===== src/rtl/secuenciador_melodia_pkg.sv =====
// Shared definitions for the melody sequencer: state encoding, ROM entry
// layout and helpers that slice an entry into its frequency and duration fields.
package secuenciador_melodia_pkg;

    localparam int FREQ_W  = 16;
    localparam int DUR_W   = 8;
    localparam int ENTRY_W = FREQ_W + DUR_W;

    typedef enum logic [1:0] {
        IDLE  = 2'd0,
        FETCH = 2'd1,
        PLAY  = 2'd2,
        GAP   = 2'd3
    } state_t;

    function automatic logic [FREQ_W-1:0] entry_freq(input logic [ENTRY_W-1:0] entry);
        return entry[ENTRY_W-1:DUR_W];
    endfunction

    function automatic logic [DUR_W-1:0] entry_dur(input logic [ENTRY_W-1:0] entry);
        return entry[DUR_W-1:0];
    endfunction

endpackage


===== src/rtl/secuenciador_melodia_rom.sv =====
// Note table ROM. The image is a packed parameter with entry 0 in the least
// significant bits; each entry is {freq_hz, dur}. Read data is registered,
// so data follows addr with one cycle of latency.
module secuenciador_melodia_rom
    import secuenciador_melodia_pkg::*;
#(
    parameter int ADDR_W = 6,
    parameter logic [(2**ADDR_W)*ENTRY_W-1:0] ROM_INIT = '0
) (
    input  logic               clk,
    input  logic [ADDR_W-1:0]  addr,
    output logic [ENTRY_W-1:0] data
);

    // Synchronous table lookup
    always_ff @(posedge clk) begin
        data <= ROM_INIT[int'(addr)*ENTRY_W +: ENTRY_W];
    end

endmodule


===== src/rtl/secuenciador_melodia.sv =====
// Melody sequencer: walks the note table, holds each note for dur ticks,
// inserts a silent gap after every note and drives the signed frequency
// word for the frequency divider. Supports stop, pause and looping.
module secuenciador_melodia
    import secuenciador_melodia_pkg::*;
#(
    parameter int TICK_CYCLES = 250_000,
    parameter int GAP_TICKS   = 2,
    parameter int ADDR_W      = 6,
    parameter logic [(2**ADDR_W)*ENTRY_W-1:0] ROM_INIT = '0
) (
    input  logic               clk,
    input  logic               rst_n,
    input  logic               play,
    input  logic               stop,
    input  logic               pause,
    input  logic               loop_en,
    output logic signed [31:0] freq,
    output logic [ADDR_W-1:0]  note_idx,
    output logic               busy,
    output logic               done
);

    localparam int                 CYC_W    = (TICK_CYCLES > 1) ? $clog2(TICK_CYCLES) : 1;
    localparam logic [CYC_W-1:0]   CYC_LAST = CYC_W'(TICK_CYCLES - 1);
    localparam bit                 HAS_GAP  = (GAP_TICKS > 0);
    localparam logic [DUR_W-1:0]   GAP_LAST = HAS_GAP ? DUR_W'(GAP_TICKS - 1) : '0;

    state_t              state, state_n;
    logic [ADDR_W-1:0]   addr, addr_n;
    logic                fetch_rdy, fetch_rdy_n;
    logic [CYC_W-1:0]    cyc_cnt, cyc_n;
    logic [DUR_W-1:0]    tick_cnt, tick_n;
    logic [DUR_W-1:0]    dur_reg, dur_n;
    logic [FREQ_W-1:0]   freq_hold, freq_hold_n;
    logic signed [31:0]  freq_n;
    logic [ADDR_W-1:0]   idx_n;
    logic                busy_n, done_n;
    logic [ENTRY_W-1:0]  rom_data;
    logic [FREQ_W-1:0]   rom_freq;
    logic [DUR_W-1:0]    rom_dur;

    secuenciador_melodia_rom #(
        .ADDR_W   (ADDR_W),
        .ROM_INIT (ROM_INIT)
    ) u_rom (
        .clk  (clk),
        .addr (addr),
        .data (rom_data)
    );

    assign rom_freq = entry_freq(rom_data);
    assign rom_dur  = entry_dur(rom_data);

    // Next-state and next-output logic; outputs are computed here and registered below
    always_comb begin
        state_n     = state;
        addr_n      = addr;
        fetch_rdy_n = fetch_rdy;
        cyc_n       = cyc_cnt;
        tick_n      = tick_cnt;
        dur_n       = dur_reg;
        freq_hold_n = freq_hold;
        idx_n       = note_idx;
        done_n      = 1'b0;

        case (state)
            IDLE: begin
                if (play) begin
                    addr_n      = '0;
                    fetch_rdy_n = 1'b0;
                    state_n     = FETCH;
                end
            end
            FETCH: begin
                // First FETCH cycle lets the ROM register the entry for addr
                if (!fetch_rdy) begin
                    fetch_rdy_n = 1'b1;
                end else if (rom_dur != '0) begin
                    freq_hold_n = rom_freq;
                    dur_n       = rom_dur;
                    idx_n       = addr;
                    cyc_n       = '0;
                    tick_n      = '0;
                    state_n     = PLAY;
                end else if (loop_en) begin
                    addr_n      = '0;
                    fetch_rdy_n = 1'b0;
                end else begin
                    done_n      = 1'b1;
                    state_n     = IDLE;
                end
            end
            PLAY: begin
                if (!pause) begin
                    if (cyc_cnt == CYC_LAST) begin
                        cyc_n = '0;
                        if (tick_cnt == dur_reg - 1'b1) begin
                            tick_n = '0;
                            if (HAS_GAP) begin
                                state_n = GAP;
                            end else begin
                                addr_n      = addr + 1'b1;
                                fetch_rdy_n = 1'b0;
                                state_n     = FETCH;
                            end
                        end else begin
                            tick_n = tick_cnt + 1'b1;
                        end
                    end else begin
                        cyc_n = cyc_cnt + 1'b1;
                    end
                end
            end
            GAP: begin
                if (!pause) begin
                    if (cyc_cnt == CYC_LAST) begin
                        cyc_n = '0;
                        if (tick_cnt == GAP_LAST) begin
                            tick_n      = '0;
                            addr_n      = addr + 1'b1;
                            fetch_rdy_n = 1'b0;
                            state_n     = FETCH;
                        end else begin
                            tick_n = tick_cnt + 1'b1;
                        end
                    end else begin
                        cyc_n = cyc_cnt + 1'b1;
                    end
                end
            end
            default: state_n = IDLE;
        endcase

        // Stop aborts from anywhere, beats a simultaneous play and never pulses done
        if (stop) begin
            state_n     = IDLE;
            fetch_rdy_n = 1'b0;
            cyc_n       = '0;
            tick_n      = '0;
            done_n      = 1'b0;
        end

        busy_n = (state_n != IDLE);
        freq_n = (state_n == PLAY && !pause)
               ? $signed({{(32-FREQ_W){1'b0}}, freq_hold_n})
               : 32'sd0;
    end

    // State, counters and registered outputs with synchronous active-low reset
    always_ff @(posedge clk) begin
        if (!rst_n) begin
            state     <= IDLE;
            addr      <= '0;
            fetch_rdy <= 1'b0;
            cyc_cnt   <= '0;
            tick_cnt  <= '0;
            dur_reg   <= '0;
            freq_hold <= '0;
            freq      <= '0;
            note_idx  <= '0;
            busy      <= 1'b0;
            done      <= 1'b0;
        end else begin
            state     <= state_n;
            addr      <= addr_n;
            fetch_rdy <= fetch_rdy_n;
            cyc_cnt   <= cyc_n;
            tick_cnt  <= tick_n;
            dur_reg   <= dur_n;
            freq_hold <= freq_hold_n;
            freq      <= freq_n;
            note_idx  <= idx_n;
            busy      <= busy_n;
            done      <= done_n;
        end
    end

endmodule

===== config.mk =====
export PLATFORM = sky130hd
export DESIGN_NAME = secuenciador_melodia
export DESIGN_NICKNAME = d
export VERILOG_FILES = /design/src/rtl/secuenciador_melodia_pkg.sv /design/src/rtl/secuenciador_melodia_rom.sv /design/src/rtl/secuenciador_melodia.sv
export SDC_FILE = /design/constraint.sdc
export NUM_CORES = 1
export LEC_CHECK = 0
export CORE_UTILIZATION = 35
export DETAILED_ROUTE_END_ITERATION = 10
export PLACE_DENSITY_LB_ADDON = 0.12
export SETUP_SLACK_MARGIN = 0.15
export SYNTH_ARGS = -nofsm -noshare
export SYNTH_HDL_FRONTEND = slang
export SYNTH_SLANG_ARGS = --single-unit

===== constraint.sdc =====
create_clock -name clk -period 1.7 [get_ports clk]
set_clock_uncertainty 0.2 [all_clocks]
set_input_delay 0.34 -clock clk [delete_from_list [all_inputs] [get_ports clk]]
set_output_delay 0.34 -clock clk [all_outputs]
set_load 0.05 [all_outputs]

==> summary.md <==
| Metric | Value |
|---|---|
| Nets@finish | 295 |
| CTS buffer count | 5 |
| FF-to-FF path depth | 6 |
| Total wire length | 4038 µm |
| DR top layer | met4 |
| Sw power | 488.4 µW |
| Post-synth ARST share | 0% |
| Clock-pin slew on the worst setup and hold paths | 0.07 ns |
| Synth top area share | 33.33% |
| Avg Cell Area, Syn | 8.238 µm² |
| P&R area growth vs syn | 36.02% |
| Post-Synth XOR/XNOR Area | 6.116% |
| Site Rows | 26 |
| Min Clock Period, post-route | 1.990 ns |
| Worst setup margin | -0.2905 ns |
| Mapped Area | 1862 µm² |
| Worst Setup End Kind | register |
| Max FO, Critical Path | 4 |
| HPWL after DPL | 3014 µm |
| Die ar. | 5615 µm² |
| Clock power frac | 36.3% |
| Netlist cell types | 43 |
| Core Region | 5107 µm² |
| Int Power | 1047 µW |
| Leak Pwr | 0.001058 µW |
| CTS Hold Bufs | 0 |
| Top cells by area, synth | dfxtp_1, buf_4, nor2_1 |
| Initial antenna violation count | 0 |
| Post-synth EDFFs | 0 |
| Vias per cell | 4.499 |
| Flop pwr share | 47.5% |
| Vias | 1606 |
| Final setup fails | 11 |
| TritonCTS clock tree | built |
| Main combinational cell family by area after synthesis | simple AND/OR/NAND/NOR gates |
| Unrepaired setup endpoints after global routing | yes |
| WHS Path Cells | 2 |
| Sequential share of the synthesized area | 33.33% |
| Largest net degree at the start of global routing | 12 |
| Worst Setup Start Kind | register |
| Main flop type after synthesis | dfxtp_1 |
| Gpl congestion | 0.7812 |
| 1st-iter DRT viols | 36 |
| Reg area | 636.9 µm² |
| H-tree depth | 2 |
| Final design utilization | 49.58% |
| Max Slew Vio Count | 0 |
| Dominant cell type by area after synthesis | dfxtp_1 |
| P per Cell Area | 606.4 nW/µm² |
| WL met2 | 2014 µm |
| Yosys reg bits | 31 |
| Worst Hold Class | in -> reg |
| Max_cap viols | 0 |
| Synth warnings | 0 |
| Die Y | 74.94 µm |
| Synth Area in Simple Gates | 29.37% |
| Hold_sp | pause |
| Input/output buffers | 7 |
| Post-Place Cells | 343 |
| ANT cells | 0 |
| Dpl ws | -0.4023 ns |
| Post-synthesis compound-gate area fraction | 11.56% |
| DR WL met3 | 97 µm |
| CP Cell Sequence | or4_4 -> o41ai_4 -> buf_4 -> nor2_4 -> a32oi_1 -> o41ai_1 |
| Logic gate share of total power | 16.1% |
| Post-Synthesis Cells | 226 |
| Drt pass-1 iters | 4 |
| Number of global-route vias before repair | 1522 |
| Worst R2R Start | tick_cnt[2] |
| Failing checks | setup timing |
| Commonest non-fill, non-tap cells in the layout | buf_4, conb_1, nor2_1, dfxtp_1, nand2_1 |
| Filler cells | 524 |
| Remaining global-route overflow | 0 |
| Hold Fails Final Rpt | 0 |
| Reg2reg end | tick_cnt[5] |
| Critical Path RT | 1.67 ns |
| Detailed-route DRC error count | 0 |
| Max IR drop VDD | 0.3619 mV |
| Worst Tran Pin Value | 0.4922 ns |
| Hold EP | state[1] |
| Ports | 46 |
| Wire length per cell | 11.31 µm |
| Post-Route M1 WL | 1879 µm |
| R2R Setup Slk | -0.29 ns |
| Commonest non-fill, non-tap cell in the layout | buf_4 |
| Mux contribution to synthesized area | 0% |
| Layout cell share with drive strength beyond 1 | 36.93% |
| Number of routed nets with antenna violations | 0 |
| Setup CP Type | reg -> reg |
| Non-filler cells in the finished layout | 357 |
| CP max stage delay | 0.55 ns |
| CP max stage cell | or4_4 |
| CTS Root Cell | clkbuf_8 |
| Post-route clock period utilization | 117.1% |
| Status | finished with violations |
| Die width | 74.94 µm |
| Switch share | 31.80% |
| Num Clock Sinks | 31 |
| CTS max path bufs | 2 |
| Fmax | 502.4 MHz |
| Clock Latency Late Sink | 0.28 ns |
| Total power | 1536 µW |
| Slew headroom | 66.88% |
| Multi-input gate area | 1206 µm² |
| Synth Area in Adders | 2.016% |
| Critical path arrival | 1.96 ns |
| First-pass GRT wire length | 6975 µm |
| Total GRT Usage | 16.44% |
| Initial Util | 36.45% |
==> worst max-delay path: cells and delay by family (launching register included) <==
kind / cells / cell delay (ns)
compound gates: 3 / 0.55
buf+inv: 1 / 0.19
flops: 1 / 0.32
simple gates: 2 / 0.61
==> how the worst max path moves through the flow <==
stage                      from          end  slack (ns)  cells after the start
detailed placement        pause  tick_cnt[3]       -0.40                      7
global placement          pause  tick_cnt[3]       -0.36                      7
CTS                 tick_cnt[2]  tick_cnt[6]       -0.27                      6
floorplan           tick_cnt[2]     state[1]       -0.19                      4
finish              tick_cnt[2]  tick_cnt[5]       -0.29                      6
global route        tick_cnt[2]  tick_cnt[3]       -0.37                      6
==> cells in the mapped netlist, drive strengths merged (2+ instances only) <==
| cell | count |
|---|---|
| or4 | 2 |
| buf | 39 |
| a21oi | 9 |
| nor2 | 27 |
| nor2b | 5 |
| nand2b | 3 |
| o211ai | 3 |
| xnor2 | 5 |
| nor4b | 3 |
| nor3 | 3 |
| and3 | 7 |
| nand2 | 22 |
| a31oi | 2 |
| and4 | 5 |
| inv | 4 |
| nand4 | 6 |
| a32oi | 2 |
| ha | 3 |
| o41ai | 3 |
| xor2 | 8 |
| clkbuf | 5 |
| o21ai | 5 |
| dfxtp | 31 |
| nand3 | 11 |
==> registers in the layout, summed over array words and instances, names as in the netlist <==
signal	cells
cyc_cnt	18
tick_cnt	8
state	2
busy	1
done	1
fetch_rdy	1
==> power groups by stage <==
stage,registers [µW],clock network [µW],logic (µW)
global placement,748,0,244
floorplan,751,0,273
detailed placement,747,0,244
global route,729,607,264
CTS,731,577,245
finish,730,558,248
==> cells by family after synthesis <==
family,Yosys count
AO/OA/AOI/OAI,30
XOR/XNOR,13
adder cells (fa/ha/maj),3
buffers and inverters,48
flip-flops,31
other,1
AND/OR/NAND/NOR,100
==> routing by layer <==
metal  GRT usage, %  up-vias
li1               -      837
met1          20.49      739
met2          27.93       24
met3          3.748        6
met4          5.660        0
met5              0        -
==> layout make-up <==
cell class,instances,area share (%)
repair buffers,60,19.96
inverters,4,0.5929
clock buffers,7,3.014
well taps,70,3.458
clock inverters,1,0.1976
multi-input cells,184,47.63
flip-flops and latches,31,25.15
==> repair_timing <==
action,in CTS,in global routing
pin swaps,12,7
resized for setup,20,20
setup endpoints to repair,28,28
buffers inserted,3,3
==> metrics by stage <==
stage / cell area, µm² / hold WS [ns] / TNS [ns]
after floorplan: 2087 / 0.2167 / -1.467
after global placement: 2278 / 0.3331 / -6.332
after detailed placement: 2278 / 0.3269 / -6.390
after CTS: 2447 / 0.3011 / -2.372
after global routing: 2532 / 0.3285 / -3.037
final: 2532 / 0.3000 / -2.474
(Power assumes the default switching activity.)
